[src/rtl/pcim_rd_arbiter.sv]
`default_nettype none
// ============================================================================
// Module      : pcim_rd_arbiter
// Description : Shares one PCIM AXI4 read master (AR/R) between NUM_REQ
//               requesters. Round-robin AR arbitration gated by per-requester
//               outstanding-burst credits; requester index travels in arid and
//               R beats are steered back by rid.
//               Optional statistics counters: define PCIM_RD_ARB_STATS_EN.
// Revision    : 1.0 - initial release
// ============================================================================
module pcim_rd_arbiter #(
    parameter int NUM_REQ = 4,
    parameter int MAX_OUT = 8,
    parameter int ADDR_W  = 64,
    parameter int DATA_W  = 512,
    parameter int ID_W    = 16
) (
    input  logic                      clk_main_a0,
    input  logic                      rst_main,
    input  logic [NUM_REQ-1:0]        req_arvalid,
    input  logic [NUM_REQ*ADDR_W-1:0] req_araddr,
    input  logic [NUM_REQ*8-1:0]      req_arlen,
    output logic [NUM_REQ-1:0]        req_arready,
    output logic [NUM_REQ-1:0]        req_rvalid,
    output logic [DATA_W-1:0]         req_rdata,
    output logic [1:0]                req_rresp,
    output logic                      req_rlast,
    input  logic [NUM_REQ-1:0]        req_rready,
    output logic                      pcim_arvalid,
    output logic [ADDR_W-1:0]         pcim_araddr,
    output logic [7:0]                pcim_arlen,
    output logic [2:0]                pcim_arsize,
    output logic [ID_W-1:0]           pcim_arid,
    output logic [18:0]               pcim_aruser,
    input  logic                      pcim_arready,
    input  logic                      pcim_rvalid,
    input  logic [DATA_W-1:0]         pcim_rdata,
    input  logic [1:0]                pcim_rresp,
    input  logic                      pcim_rlast,
    input  logic [ID_W-1:0]           pcim_rid,
    output logic                      pcim_rready,
    output logic                      err_bad_rid,
    output logic                      err_underflow,
    output logic                      outstanding_any
`ifdef PCIM_RD_ARB_STATS_EN
    ,
    output logic [NUM_REQ*32-1:0]     stat_grants,
    output logic [31:0]               stat_ar_stall
`endif
);

    localparam int c_IDX_W = (NUM_REQ > 1) ? $clog2(NUM_REQ) : 1;

    // AR slot and arbitration state
    logic               r_arvalid;
    logic [ADDR_W-1:0]  r_araddr;
    logic [7:0]         r_arlen;
    logic [ID_W-1:0]    r_arid;
    logic [c_IDX_W-1:0] r_ptr;
    logic [3:0]         r_cnt [NUM_REQ];
    logic               r_err_bad;
    logic               r_err_uf;

    logic               w_slot_free;
    logic [NUM_REQ-1:0] w_elig;
    logic               w_grant_vld;
    logic [c_IDX_W-1:0] w_grant_idx;
    logic [c_IDX_W-1:0] w_scan_idx;
    logic               w_accept;
    logic [ADDR_W-1:0]  w_sel_addr;
    logic [7:0]         w_sel_len;
    logic               w_rid_ok;
    logic [c_IDX_W-1:0] w_rid_idx;
    logic               w_rready;
    logic               w_r_done;
    logic [NUM_REQ-1:0] w_inc;
    logic [NUM_REQ-1:0] w_dec;
    logic [NUM_REQ-1:0] w_uf;
    logic               w_any;

    // The slot can take a new request when empty or draining this cycle
    assign w_slot_free = !r_arvalid || pcim_arready;

    // A requester at its credit limit is invisible to the arbiter
    for (genvar gi = 0; gi < NUM_REQ; gi++) begin : g_elig
        assign w_elig[gi] = req_arvalid[gi] && (r_cnt[gi] < 4'(MAX_OUT));
    end

    // Round-robin search: first eligible index at or after the pointer
    always_comb begin
        w_grant_vld = 1'b0;
        w_grant_idx = '0;
        w_scan_idx  = '0;
        for (int k = 0; k < NUM_REQ; k++) begin
            w_scan_idx = c_IDX_W'((int'(r_ptr) + k) % NUM_REQ);
            if (!w_grant_vld && w_elig[w_scan_idx]) begin
                w_grant_vld = 1'b1;
                w_grant_idx = w_scan_idx;
            end
        end
    end

    // Requests are never accepted while reset is asserted
    assign w_accept = w_slot_free && w_grant_vld && !rst_main;

    // One-hot accept toward the winner, plus its request fields
    always_comb begin
        req_arready = '0;
        w_sel_addr  = '0;
        w_sel_len   = '0;
        for (int i = 0; i < NUM_REQ; i++) begin
            if (w_grant_idx == c_IDX_W'(i)) begin
                w_sel_addr = req_araddr[i*ADDR_W +: ADDR_W];
                w_sel_len  = req_arlen[i*8 +: 8];
            end
        end
        if (w_accept) begin
            req_arready[w_grant_idx] = 1'b1;
        end
    end

    // AR slot register and round-robin pointer
    always_ff @(posedge clk_main_a0) begin
        if (rst_main) begin
            r_arvalid <= 1'b0;
            r_araddr  <= '0;
            r_arlen   <= '0;
            r_arid    <= '0;
            r_ptr     <= '0;
        end else if (w_accept) begin
            r_arvalid <= 1'b1;
            r_araddr  <= w_sel_addr;
            r_arlen   <= w_sel_len;
            r_arid    <= ID_W'(w_grant_idx);
            r_ptr     <= (w_grant_idx == c_IDX_W'(NUM_REQ - 1)) ? '0 : w_grant_idx + 1'b1;
        end else if (pcim_arready) begin
            r_arvalid <= 1'b0;
        end
    end

    assign pcim_arvalid = r_arvalid;
    assign pcim_araddr  = r_araddr;
    assign pcim_arlen   = r_arlen;
    assign pcim_arid    = r_arid;
    assign pcim_arsize  = 3'b110;
    assign pcim_aruser  = '0;

    // R steering: unknown rids are swallowed so the shell never stalls on them
    assign w_rid_ok    = (pcim_rid < ID_W'(NUM_REQ));
    assign w_rid_idx   = pcim_rid[c_IDX_W-1:0];
    assign w_rready    = w_rid_ok ? req_rready[w_rid_idx] : 1'b1;
    assign pcim_rready = w_rready;
    assign w_r_done    = pcim_rvalid && w_rready && pcim_rlast && w_rid_ok;
    assign req_rdata   = pcim_rdata;
    assign req_rresp   = pcim_rresp;
    assign req_rlast   = pcim_rlast;

    for (genvar gi = 0; gi < NUM_REQ; gi++) begin : g_route
        assign req_rvalid[gi] = pcim_rvalid && w_rid_ok && (w_rid_idx == c_IDX_W'(gi));
        assign w_inc[gi]      = w_accept && (w_grant_idx == c_IDX_W'(gi));
        assign w_dec[gi]      = w_r_done && (w_rid_idx == c_IDX_W'(gi));
        assign w_uf[gi]       = w_dec[gi] && !w_inc[gi] && (r_cnt[gi] == 4'd0);
    end

    // Credit counters: accept adds one, final beat returns one, both cancel
    always_ff @(posedge clk_main_a0) begin
        if (rst_main) begin
            for (int i = 0; i < NUM_REQ; i++) begin
                r_cnt[i] <= 4'd0;
            end
        end else begin
            for (int i = 0; i < NUM_REQ; i++) begin
                if (w_inc[i] && !w_dec[i]) begin
                    r_cnt[i] <= r_cnt[i] + 4'd1;
                end else if (w_dec[i] && !w_inc[i] && (r_cnt[i] != 4'd0)) begin
                    r_cnt[i] <= r_cnt[i] - 4'd1;
                end
            end
        end
    end

    // Sticky protocol error flags
    always_ff @(posedge clk_main_a0) begin
        if (rst_main) begin
            r_err_bad <= 1'b0;
            r_err_uf  <= 1'b0;
        end else begin
            r_err_bad <= r_err_bad | (pcim_rvalid && !w_rid_ok);
            r_err_uf  <= r_err_uf | (|w_uf);
        end
    end

    assign err_bad_rid   = r_err_bad;
    assign err_underflow = r_err_uf;

    // Anything in flight: a pending slot or any non-zero credit counter
    always_comb begin
        w_any = r_arvalid;
        for (int i = 0; i < NUM_REQ; i++) begin
            if (r_cnt[i] != 4'd0) begin
                w_any = 1'b1;
            end
        end
    end

    assign outstanding_any = w_any;

`ifdef PCIM_RD_ARB_STATS_EN
    logic [NUM_REQ*32-1:0] r_stat_grants;
    logic [31:0]           r_stat_stall;

    // Free-running wrap-around grant and AR stall counters
    always_ff @(posedge clk_main_a0) begin
        if (rst_main) begin
            r_stat_grants <= '0;
            r_stat_stall  <= '0;
        end else begin
            for (int i = 0; i < NUM_REQ; i++) begin
                if (w_inc[i]) begin
                    r_stat_grants[i*32 +: 32] <= r_stat_grants[i*32 +: 32] + 32'd1;
                end
            end
            if (r_arvalid && !pcim_arready) begin
                r_stat_stall <= r_stat_stall + 32'd1;
            end
        end
    end

    assign stat_grants   = r_stat_grants;
    assign stat_ar_stall = r_stat_stall;
`endif

endmodule
`default_nettype wire

[config.mk]
export PLATFORM = sky130hd
export DESIGN_NAME = pcim_rd_arbiter
export DESIGN_NICKNAME = d
export VERILOG_FILES = /design/src/rtl/pcim_rd_arbiter.sv
export SDC_FILE = /design/constraint.sdc
export NUM_CORES = 1
export LEC_CHECK = 0
export ABC_AREA = 1
export ABC_CLOCK_PERIOD_IN_PS = 4090
export CAP_MARGIN = 20
export CORE_AREA = 8 8 563 565
export CTS_BUF_LIST = sky130_fd_sc_hd__clkbuf_16
export CTS_CLUSTER_DIAMETER = 120
export DETAILED_ROUTE_END_ITERATION = 10
export DIE_AREA = 0 0 571 573
export DONT_BUFFER_PORTS = 1
export MAX_ROUTING_LAYER = met4
export PLACE_DENSITY = 0.3
export SLEW_MARGIN = 20
export SYNTH_ARGS = -nofsm -noshare
export SYNTH_HDL_FRONTEND = slang
export SYNTH_SLANG_ARGS = --single-unit
[constraint.sdc]
create_clock -name clk_main_a0 -period 4.09 [get_ports clk_main_a0]
set_clock_uncertainty 0.2 [all_clocks]
set_input_delay 0.818 -clock clk_main_a0 [delete_from_list [all_inputs] [get_ports clk_main_a0]]
set_output_delay 0.818 -clock clk_main_a0 [all_outputs]
set_load 0.005 [all_outputs]
# Word-level counts from Yosys, hierarchy flattened
# Memory sizes are Yosys's and may differ from the RTL's.
# Index checks and enable logic that the tools add are counted.
[word_totals]
reg_bits = 79
latch_bits = 0
mem_bits_rw = 16
romBits = 0
inputBits = 831
out_inout_bits = 638
elab_cells = 193
memories = 1
[op_classes]
n_addsub = 12
multipliers = 0
div = 0
magnitude_cmp = 12
eq_ne = 6
shifts = 0
n_mux = 75
bitwise = 10
reduce_logical = 70
[memory_table]
columns = ["memory", "words", "width", "read_ports", "rd_ports_with_merged_regs", "write_ports", "line", "rtl"]
rows = [
  ["r_cnt", 4, 4, 4, 0, 4, "60", "logic [3:0] r_cnt [NUM_REQ];"],
]
[ops]
columns = ["operator", "count"]
rows = [
  ["2-to-1 mux 64 bit", 4],
  ["2-to-1 mux 1 bit", 47],
  ["logical AND 1 bit", 43],
  ["2-to-1 mux 4 bit", 9],
  ["2-to-1 mux 8 bit", 4],
  ["less-than comparator 2 x 3 -> 1 bit, second input constant", 6],
  ["adder 4 x 1 -> 4 bit, second input constant", 4],
  ["zero test 4 bit", 4],
  ["less-than comparator 16 x 3 -> 1 bit, second input constant", 1],
  ["less-than comparator 4 bit, second input constant", 4],
  ["nonzero test 4 bit", 4],
  ["subtractor 4 x 1 -> 4 bit, second input constant", 4],
  ["zero test 1 bit", 14],
  ["binary-select mux 1 bit (select 2 bit)", 5],
  ["2-to-1 mux 2 bit", 5],
  ["bitwise OR 1 bit", 10],
  ["== test 2 bit, second input constant", 4],
  ["adder 2 x 1 -> 2 bit, second input constant", 2],
  ["adder 2 bit, second input constant", 2],
  ["== test 2 x 1 -> 1 bit, second input constant", 2],
  ["zero test 2 bit", 2],
  ["OR reduction 4 bit", 1],
  ["demux 1 bit (select 2 bit)", 1],
  [">= comparator 2 x 1 -> 1 bit, second input constant", 1],
  ["2 further kinds", 2],
]

# Depth between registers and ports, before layout
# An unclocked memory read counts as a cell.
[logic_depth]
depth_word = 26
depth_mapped = 25
ltp_nobuf = 23

# Worst setup path after synthesis
# Ideal clock, no wire load.
[synth_path]
path_type = "in2reg"
from = "input port req_arvalid[3]"
to = "memory r_cnt[1][3], data pin"
t_arrival_ns = 3.436
t_required_ns = 3.635
setup_slack_ns = 0.198
path_stages = 22
path_cell_list = "nand3_1 -> nand3_1 -> nand2_1 -> inv_1 -> nand2_1 -> nand2_1 -> xor2_1 -> a21oi_1 -> ha_1 -> clkbuf_1 -> nand3_2 -> nand4_4 -> inv_1 -> ha_1 -> a21oi_1 -> nand2_1 -> xor2_1 -> inv_1 -> nand2_1 -> nand2_1 -> o21ai_0 -> inv_1"
[synth_rtl]
columns = ["item", "line", "rtl"]
rows = [
  ["from (decl)", "20", "input logic [NUM_REQ-1:0] req_arvalid,"],
  ["to (decl)", "60", ""],
]

# Worst setup path after layout
[layout_path]
from = "register r_ptr[0]"
to = "output port req_arready[3]"
[layout_via]
elab_chain_cells = 17
[layout_lines]
columns = ["item", "line", "rtl"]
rows = [
  ["from (decl)", "59", "logic [c_IDX_W-1:0] r_ptr;"],
  ["from (signal assigned)", "135", "r_ptr <= (w_grant_idx == c_IDX_W'(NUM_REQ - 1)) ? '0 : w_grant_idx + 1'b1;"],
  ["parallel branches: the longest is 11 deep, another holds adder 2 x 1 -> 2 bit", "n/a", ""],
  ["2-to-1 mux 2 bit (*)", "96", "if (!w_grant_vld && w_elig[w_scan_idx]) begin"],
  ["net w_grant_idx[0]", "67", "logic [c_IDX_W-1:0] w_grant_idx;"],
  ["less-than comparator 2 x 3 -> 1 bit (implied by the code) / >= comparator 2 x 1 -> 1 bit (equally long branches)", "118", "req_arready[w_grant_idx] = 1'b1;"],
  ["logical AND 1 bit (implied by the code)", "118", ""],
  ["2-to-1 mux 1 bit (implied by the code)", "118", ""],
  ["demux 1 bit (select 2 bit) (*)", "118", ""],
  ["2-to-1 mux 4 bit (*)", "117", "if (w_accept) begin"],
  ["to (decl)", "23", "output logic [NUM_REQ-1:0] req_arready,"],
]
# Mark *: on every way through the listed nets, which the timed path passes. The select of a mux whose other input is x is not followed.

==> impl_metrics.csv <==
group,metric,value,unit
detailed_routing,drc_errors,0,
timing,tightest_slew,0.7784,ns
final_layout,seq_area,2063,um2
hold_path,hp-start,"rst_main",
final_layout,final_area,12570,um2
floorplanning,rows,204,
synth,synth_mux_area_share,0,%
placed_design,gp_congestion,0.7516,
critical_path,critPathArrivalTime,2.83,ns
synth,yosys_most_used_dff,"dfxtp_1",
synth,seq_area_frac_synth,19.26,%
synth,ys_warn_count,0,
final_layout,fillers,36664,
clocking,postCtsSetupRepairBufs,0,
final_layout,layout-area-overhead-vs-synth,17.42,%
timing,final-setup-viol-count,0,
synth,synthAdderAreaFrac,2.080,%
timing,hold_violations,0,
clocking,clock_sinks,95,
power,switchingPower,10610,uW
grt,grt_antenna_before_repair,117,
synth,postSynthCellCount,1540,
clocking,cts_tree,"yes",
placed_design,port_buffers,0,
final_layout,drive_gt1_share,11.63,%
detailed_routing,dr.pass1.iters,7,
timing,fin_tns_setup,0,ns
detailed_routing,avgRoutedWirePerCell,40.72,um
synth,ys_ff_latch,95,
critical_path,end_kind,"primary output",
clocking,root_buffer,"clkbuf_16",
synth,yosys-top-cells-area,"buf_4, dfxtp_1, o21ai_0",
power,p_sw_share,62.45,%
detailed_routing,wl,210600,um
critical_path,crit_fanout,9,
synth,yosysUniqueCellTypes,39,
floorplanning,initial_core_util,3.481,%
power,p_leak,0.003453,uW
synth,synth_area,10710,um2
hold_path,hold_depth,1,
power,seqPwrFrac,12.0,%
floorplanning,fp.dieW,571,um
critical_path,r2r_start,"r_ptr[0]",
detailed_routing,avgViaCountPerCell,1.733,
outcome,outcome,"complete, no violations",
detailed_routing,vias,8962,
synth,synthSimpleGateAreaFrac,18.18,%
grt,overflow,0,
clocking,path_clk_slew,0.07,ns
placed_design,dpl.hpwl,197100,um
timing,max-slew-margin-rel,48.04,%
synth,synth_edf_count,16,
critical_path,rrSetupSlack,0.38,ns
synth,synth_top_area_share,38.63,%
critical_path,crit_required,3.07,ns
final_layout,multi_input_area,4039,um2
synth,synth_top_family_by_area,"buffers and inverters",
synth,synth-xor-area-share,0.8997,%
hold_path,hold_path_end,"pcim_arvalid",
grt,grt_pass1_wl,231700,um
grt,grt_max_degree,69,
floorplanning,die_height,573,um
grt,grt_pass1_vias,8643,
timing,period_share,94.17,%
power,ir_drop,550.5,uV
power,internal-power,6379,uW
critical_path,crit_type,"register to primary output",
critical_path,startpoint_type,"register",
grt,grt_use_met2,21.35,%
placed_design,post_dp_cell_area,12120,um2
synth,yosysTopAreaCell,"buf_4",
hold_path,hold_path_class,"input port to register",
detailed_routing,drtAntennaViolNets,0,
grt,busiest_layer,"met2",
critical_path,r2r_end,"r_cnt[1][3]",
critical_path,reg2reg_depth,23,
timing,clock.fmax,0.2596,GHz
grt,grt_use_total,12.68,%
clocking,clockBufferDepth,3,
final_layout,nNetsFinal,1868,
synth,syn_area_per_cell,6.953,um2
timing,report.final.slew_viol_count,0,
clocking,htree_levels,3,
grt,use_met1,7.008,%
floorplanning,coreArea,307600,um2
clocking,clk_latency,0.51,ns
floorplanning,pin_count,1469,
flow_run,cap_violations,0,
power,pwr-share-clk,7.9,%
floorplanning,die_area,327200,um2
synth,async_flop_share,0,%
synth,synth-compound-area-share,14.82,%
clocking,hold_buffers,0,
power,combPwrFrac,80.2,%
power,power.density,1351,nW/um2
detailed_routing,initialDrtViolationCount,593,
clocking,cts-buffers-inserted,13,
grt,met3_usage,16.44,%
timing,min_period,3.852,ns
timing,grt_setup_unrepaired,"false",
what timing repair did:
item,in CTS,in global routing
endpoints found under the setup margin,2,2
gates cloned,0,0
resized for setup,1,2
cells in the mapped netlist (13+ instances only):
cell type,count
inv_1,46
nand2_1,185
a21oi_1,82
ha_1,13
clkbuf_1,42
nand3_1,174
nor2_1,31
o21ai_0,175
buf_4,551
o21ai_1,51
dfxtp_1,79
edfxtp_1,16
registers in the layout, indices dropped and copies added, names as in the netlist:
register       cells
pcim_arlen         8
err_bad_rid        1
r_cnt             16
err_underflow      1
pcim_arvalid       1
r_ptr              2
pcim_araddr       64
pcim_arid          2
layout make-up:
type	count	share of cell area, %
antenna	29	0.5772
clock buffer	13	2.587
clock inverter	4	0.3781
inverter	54	1.831
multi-input combinational	795	32.12
sequential	95	16.41
tap	4120	41.00
timing repair buffer	62	5.095
worst max-delay path, cell delays in order, from the launching register on:
cell	delay (ns)
dfxtp_2	0.47
clkinv_4	0.12
nand3_1	0.12
nand3_1	0.08
nand2_1	0.16
inv_1	0.09
nand2_1	0.06
nand2_1	0.06
xor2_1	0.16
a21oi_1	0.21
buf_4	0.18
ha_1	0.29
nand3_2	0.18
inv_1	0.13
cells in the final DEF (no fill, tap or decap), drive strengths merged:
cell,instances
ha,13
nand4,5
nand3,180
nor4,3
bufinv,1
buf,62
a21oi,82
o21ai,228
or2,1
nand2,191
nor3,2
fa,3
conb,36
o21bai,1
dfxtp,79
diode,29
nor2,36
clkbuf,13
a22oi,1
edfxtp,16
xor2,9
xnor2,2
inv,53
o22ai,2
clkinv,4
per-stage QoR:
| stage | total power [uW] | util [%] | hold WS, ns | cells | setup WS, ns |
|---|---|---|---|---|---|
| CTS | 18030 | 4.063 | 0.09219 | 5143 | 0.06441 |
| finish | 16990 | 4.088 | 0.1751 | 5172 | 0.2382 |
| floorplan | 8766 | - | 0.2604 | 1574 | 0.1984 |
| global placement | 16480 | 3.941 | 0.2868 | 5126 | 0.09987 |
| global route | 18970 | 4.076 | 0.1204 | 5157 | 0.01299 |
| detailed placement | 16520 | 3.941 | 0.2946 | 5126 | 0.1989 |
routing by layer:
metal	share of wire (%)	vias to the layer above
met5	0	-
met3	29	348
li1	-	3471
met4	3.4	0
met2	48	1433
met1	20	3710
cell families (layout without fill, tap and decap cells):
logic type / after synthesis / count (layout)
XOR/XNOR: 11 / 11
AND/OR/NAND/NOR: 418 / 418
flip-flops: 95 / 95
other: 2 / 65
AO/OA/AOI/OAI: 314 / 314
buffers and inverters: 684 / 133
adder cells (fa/ha/maj): 16 / 16
worst max-delay path by stage:
stage | start | end
after CTS | r_ptr[0] | req_arready[3]
after global placement | req_arvalid[3] | r_cnt[1][3]
final | r_ptr[0] | req_arready[3]
after detailed placement | req_arvalid[3] | pcim_araddr[20]
after floorplan | req_arvalid[3] | r_cnt[1][3]
after global routing | r_cnt[0][3] | req_arready[0]
power groups by stage:
stage               clock network, uW  registers (uW)  logic [uW]
CTS                              1480            2150       14400
finish                           1340            2030       13600
floorplan                           0            1590        7170
global route                     1460            2120       15400
global placement                    0            2170       14300
detailed placement                  0            2170       14300
No activity file was read; power rests on OpenSTA's default activity.
